==> config.mk <==
export PLATFORM = sky130hd
export DESIGN_NAME = uart_rx_fifo
export DESIGN_NICKNAME = d
export VERILOG_FILES = /design/src/rtl/uart_rx_fifo.sv
export SDC_FILE = /design/constraint.sdc
export NUM_CORES = 1
export LEC_CHECK = 0
export BUFFER_PORTS_ARGS = -buffer_cell sky130_fd_sc_hd__buf_2
export CELL_PAD_IN_SITES_DETAIL_PLACEMENT = 1
export CELL_PAD_IN_SITES_GLOBAL_PLACEMENT = 1
export CORE_ASPECT_RATIO = 0.7
export CORE_MARGIN = 2
export CORE_UTILIZATION = 49
export CTS_CLUSTER_SIZE = 30
export DETAILED_ROUTE_END_ITERATION = 10
export PLACE_DENSITY_LB_ADDON = 0.1
export SYNTH_ARGS = -nofsm -noshare
export SYNTH_HDL_FRONTEND = slang
export SYNTH_SLANG_ARGS = --single-unit
==> constraint.sdc <==
create_clock -name clk -period 3.13 [get_ports clk]
set_clock_uncertainty 0.15 [all_clocks]
set_input_delay 0 -clock clk [delete_from_list [all_inputs] [get_ports clk]]
set_output_delay 0 -clock clk [all_outputs]
set_load 0.005 [all_outputs]
==> src/rtl/uart_rx_fifo.sv <==
// Receive-side byte FIFO: captures bytes strobed by the UART receiver and
// presents them first-word-fall-through on a valid/ready port with overflow status.
module uart_rx_fifo #(
  parameter int DEPTH      = 8,
  parameter int DATA_WIDTH = 8,
  parameter int AFULL_LVL  = 6
) (
  input  logic                    clk,
  input  logic                    rst,
  input  logic                    data_valid,
  input  logic [DATA_WIDTH-1:0]   P_Data,
  input  logic                    out_ready,
  input  logic                    ovf_clr,
  output logic                    out_valid,
  output logic [DATA_WIDTH-1:0]   out_data,
  output logic [$clog2(DEPTH):0]  count,
  output logic                    full,
  output logic                    almost_full,
  output logic                    overflow,
  output logic [7:0]              ovf_count
);

  localparam int AW = $clog2(DEPTH);
  localparam int CW = AW + 1;
  localparam logic [CW-1:0] DEPTH_C = CW'(DEPTH);
  localparam logic [CW-1:0] AFULL_C = CW'(AFULL_LVL);

  logic [DATA_WIDTH-1:0] mem_q [DEPTH];
  logic [AW-1:0]         wr_ptr_q, wr_ptr_d;
  logic [AW-1:0]         rd_ptr_q, rd_ptr_d;
  logic [CW-1:0]         count_q, count_d;
  logic                  overflow_q, overflow_d;
  logic [7:0]            ovf_count_q, ovf_count_d;

  logic push, pop, is_full, push_ok, drop;

  assign push    = data_valid;
  assign is_full = (count_q == DEPTH_C);
  assign pop     = out_valid & out_ready;
  // A full FIFO still takes a byte when the head leaves in the same cycle.
  assign push_ok = push & (~is_full | pop);
  assign drop    = push & is_full & ~pop;

  always_comb begin
    wr_ptr_d    = wr_ptr_q;
    rd_ptr_d    = rd_ptr_q;
    count_d     = count_q;
    overflow_d  = overflow_q;
    ovf_count_d = ovf_count_q;

    if (push_ok) wr_ptr_d = wr_ptr_q + 1'b1;
    if (pop)     rd_ptr_d = rd_ptr_q + 1'b1;

    case ({push_ok, pop})
      2'b10:   count_d = count_q + 1'b1;
      2'b01:   count_d = count_q - 1'b1;
      default: count_d = count_q;
    endcase

    // Clearing takes priority over a drop landing in the same cycle.
    if (ovf_clr) begin
      overflow_d  = 1'b0;
      ovf_count_d = 8'd0;
    end else if (drop) begin
      overflow_d = 1'b1;
      if (ovf_count_q != 8'hFF) ovf_count_d = ovf_count_q + 8'd1;
    end
  end

  always_ff @(posedge clk or posedge rst) begin
    if (rst) begin
      wr_ptr_q    <= '0;
      rd_ptr_q    <= '0;
      count_q     <= '0;
      overflow_q  <= 1'b0;
      ovf_count_q <= 8'd0;
    end else begin
      wr_ptr_q    <= wr_ptr_d;
      rd_ptr_q    <= rd_ptr_d;
      count_q     <= count_d;
      overflow_q  <= overflow_d;
      ovf_count_q <= ovf_count_d;
    end
  end

  // Storage is deliberately left out of reset; the pointers define what is valid.
  always_ff @(posedge clk) begin
    if (push_ok) mem_q[wr_ptr_q] <= P_Data;
  end

  assign out_valid   = (count_q != '0);
  assign out_data    = out_valid ? mem_q[rd_ptr_q] : '0;
  assign count       = count_q;
  assign full        = is_full;
  assign almost_full = (count_q >= AFULL_C);
  assign overflow    = overflow_q;
  assign ovf_count   = ovf_count_q;

endmodule
==> results.toml <==
[logic_synthesis]
ys_seq_area_share_pct = 65.6
synth-compound-area-share_pct = 8.39
synth_area_per_cell_um2 = 16.2
yosysWarnings = 0
synth_edf_count = 64
synth_xor_area_share_pct = 1.20
synthSimpleGateAreaFrac_pct = 8.63
synth_nets = 243
synthDistinctLibCells = 54
syn_inst = 226
ys_ff_latch = 83
synth_top_family_by_area = "multiplexers"
muxShareOfSynthArea_pct = 12.3
synthFlopType = "edfxtp_1"
async_reset_ff_share_pct = 22.9
synthAdderAreaFrac_pct = 1.37
syn_area_um2 = 3650

[grt]
grt_pass1_wl_um = 12600
grt_pass1_vias = 2220
antenna_found_initial = 0
gr-total-overflow = 0
grt_max_degree = 20
grt_util_all_layers_pct = 20.8

[sta]
max_freq_mhz = 400
fin_crit_sh_pct = 79.8
tns_ps = 0
tightestPinTransition_ps = 826
period_minus_slack_ps = 2500
slew_viol_final = 0
hold_viol_final = 0
setup_viol_count_final = 0
slew_headroom_pct = 44.8
rsz0062_at_grt = "no"

[power_and_ir_drop]
power.share.clock_pct = 22.3
intPower_uw = 2280
p_leak_uw = 0.00155
ir_drop_mv = 0.389
p_sw_share_pct = 31.7
netSwitchingPower_uw = 1060
p_per_area_nw_per_um2 = 783
seqPwrFrac_pct = 47.8
pwr-share-comb_pct = 29.9

[finish]
fill_cells = 695
fin_nets = 294
multi_input_area_um2 = 1170
syn2layout_area_growth_pct = 16.7
num_antenna_cells = 0
drive_gt1_share_pct = 30.5
fin_util_pct = 58.8
regArea_um2 = 2400

[route]
wl_um = 7830
via_per_inst = 5.71
ant_nets = 0
drt_first_pass_iters = 4
drc = 0
vias = 2168
drtIter0Drc = 119
post_drt_wl_per_cell_um = 20.6

[clock_tree]
h-tree-depth = 3
clock_path_buffers = 2
tritoncts = "built"
root_buffer = "clkbuf_8"
clk_pin_slew_ps = 90
postCtsSetupBuffers = 0
cts_resized = 0
cts.sinks = 83
clock_latency_ps = 350
cts_inserted_buffers = 9

[run_status]
status = "completed"

[placed_design]
hpwl_um = 5180
place_congestion = 0.777
io_buffers = 36

[floorplan]
start_util_pct = 50.4
rows = 26
die-area_um2 = 8180
pin_count = 37
core-area_um2 = 7250
fp.dieW_um = 107
die_h_um = 76.3

[setup_path]
crit_start = "count[1]$_DFFE_PP0P_"
r2r-end = "ovf_count[7]$_DFFE_PP0P_"
critPathArrivalTime_ps = 2350
cp_max_fo = 14
worst_r2r_startpoint = "count[1]$_DFFE_PP0P_"
worstSetupEndpoint = "out_data[7]"
slowest_delay_ps = 630
critical_path_class = "flip-flop to primary output"
required_ps = 2980
end_kind = "primary output"
crit_slowest_cell = "or4_1"
startpoint_type = "flip-flop"
r2r_setup_slack_ps = 690
crit_chain = "or4_1, and2_0, a22o_1, buf_2"
rr_worst_depth = 4

[flow_run]
cap_violations = 0

[min_path]
hold_path.class = "primary input to asynchronous set/reset pin"
[sequential cells by signal (all words and copies together) (netlist names)]
register   flops
wr_ptr_q       3
overflow       1
count          4
mem_q         64
ovf_count      8
rd_ptr_q       3
[worst max-delay path, delay by kind of cell, from the launching register on]
family | cells | cell delay, ps
AO/OA/AOI/OAI | 1 | 310
buffers and inverters | 1 | 130
flip-flops | 1 | 530
AND/OR/NAND/NOR | 2 | 1030
[cell usage in the layout, fill, tap and decap left out, drive strengths merged, types with 3 or more instances in the layout]
cell	synthesis	layout
o31ai	4	4
nand2	5	5
xnor2	4	4
nand2b	6	6
mux2	6	6
ha	4	4
clkinv	1	4
inv	4	4
a22o	8	8
and3	3	3
dlygate4sd3	0	12
nor2	7	7
dfrtp	19	19
clkbuf	9	10
nand3	5	5
mux4	16	16
a21oi	4	4
nor3	6	6
o211ai	3	3
edfxtp	64	64
a311oi	3	3
buf	7	44
nor2b	5	5
[worst min-delay path by stage]
stage | slack [ps] | depth (start not counted) | end
finish | 200 | 3 | count[0]$_DFFE_PP0P_
global route | 260 | 3 | count[3]$_DFFE_PP0P_
CTS | 210 | 3 | count[0]$_DFFE_PP0P_
detailed placement | 40 | 2 | count[0]$_DFFE_PP0P_
global placement | 40 | 2 | count[0]$_DFFE_PP0P_
floorplan | -200 | 1 | count[0]$_DFFE_PP0P_
[Yosys cell counts (all sizes together) (2+ instances only)]
cell	n	area [µm²]
o21a	2	15.0
nor2b	5	31.3
nor4	2	18.8
nand4	2	12.5
dfrtp	19	475
buf	7	40.0
clkbuf	9	33.8
nor2	7	26.3
nand4b	2	17.5
mux4	16	360
o21ba	2	20.0
a211oi	2	20.0
o211ai	3	22.5
mux2i	2	20.0
xnor2	4	35.0
o31ai	4	30.0
nand3	5	25.0
inv	4	15.0
nor3	6	35.0
and3	3	18.8
a31oi	2	12.5
edfxtp	64	1920
nor4b	2	23.8
nand2b	6	37.5
a22o	8	70.1
ha	4	50.1
nand2	5	18.8
a21oi	4	20.0
o21ai	2	21.3
a311oi	3	26.3
mux2	6	67.6
[per-layer routing]
metal	part of all wire (%)	track usage (%)
met1	50	32.4
met2	46	30.3
met3	3.8	4.36
met4	0.51	4.68
met5	0	0
[cell type report]
| cell class | instances | area share [%] |
|---|---|---|
| multi-input combinational | 122 | 27.4 |
| tap | 98 | 2.88 |
| clock buffer | 10 | 2.99 |
| clock inverter | 6 | 1.56 |
| inverter | 5 | 0.469 |
| timing repair buffer | 56 | 8.45 |
| sequential | 83 | 56.2 |
[logic make-up (layout without fill, tap and decap cells)]
logic type,after synthesis,count (layout)
DFF,83,83
and+or+nand+nor,51,51
AOI/OAI and AO/OA,38,38
muxes,24,24
buffers and inverters,21,77
xor gates and xnor gates,5,5
adders and majority gates,4,4
[power by group through the flow]
| stage | Sequential [µW] | Combinational, µW | Clock (µW) |
|---|---|---|---|
| 2_1_floorplan | 1480 | 760 | 0 |
| 3_3_place_gp | 1600 | 974 | 0 |
| 6_report | 1590 | 999 | 746 |
| 5_1_grt | 1630 | 1100 | 807 |
| 3_5_place_dp | 1620 | 994 | 0 |
| 4_1_cts | 1600 | 1010 | 761 |
[repair_timing]
item                       4_1_cts  5_1_grt
hold endpoints to repair        97        0
hold buffers                    12        0
setup endpoints to repair        0        0
[per-stage QoR]
step	area [µm²]	total power [µW]	setup slack (ps)	hold WS, ps	instances
6_report	4260	3340	631	202	380
5_1_grt	4260	3530	489	265	380
4_1_cts	4260	3370	612	206	380
3_5_place_dp	3950	2620	723	38.0	352
3_3_place_gp	3950	2580	792	38.3	352
2_1_floorplan	3650	2240	749	-199	226
Power figures use the tool's default switching activity.
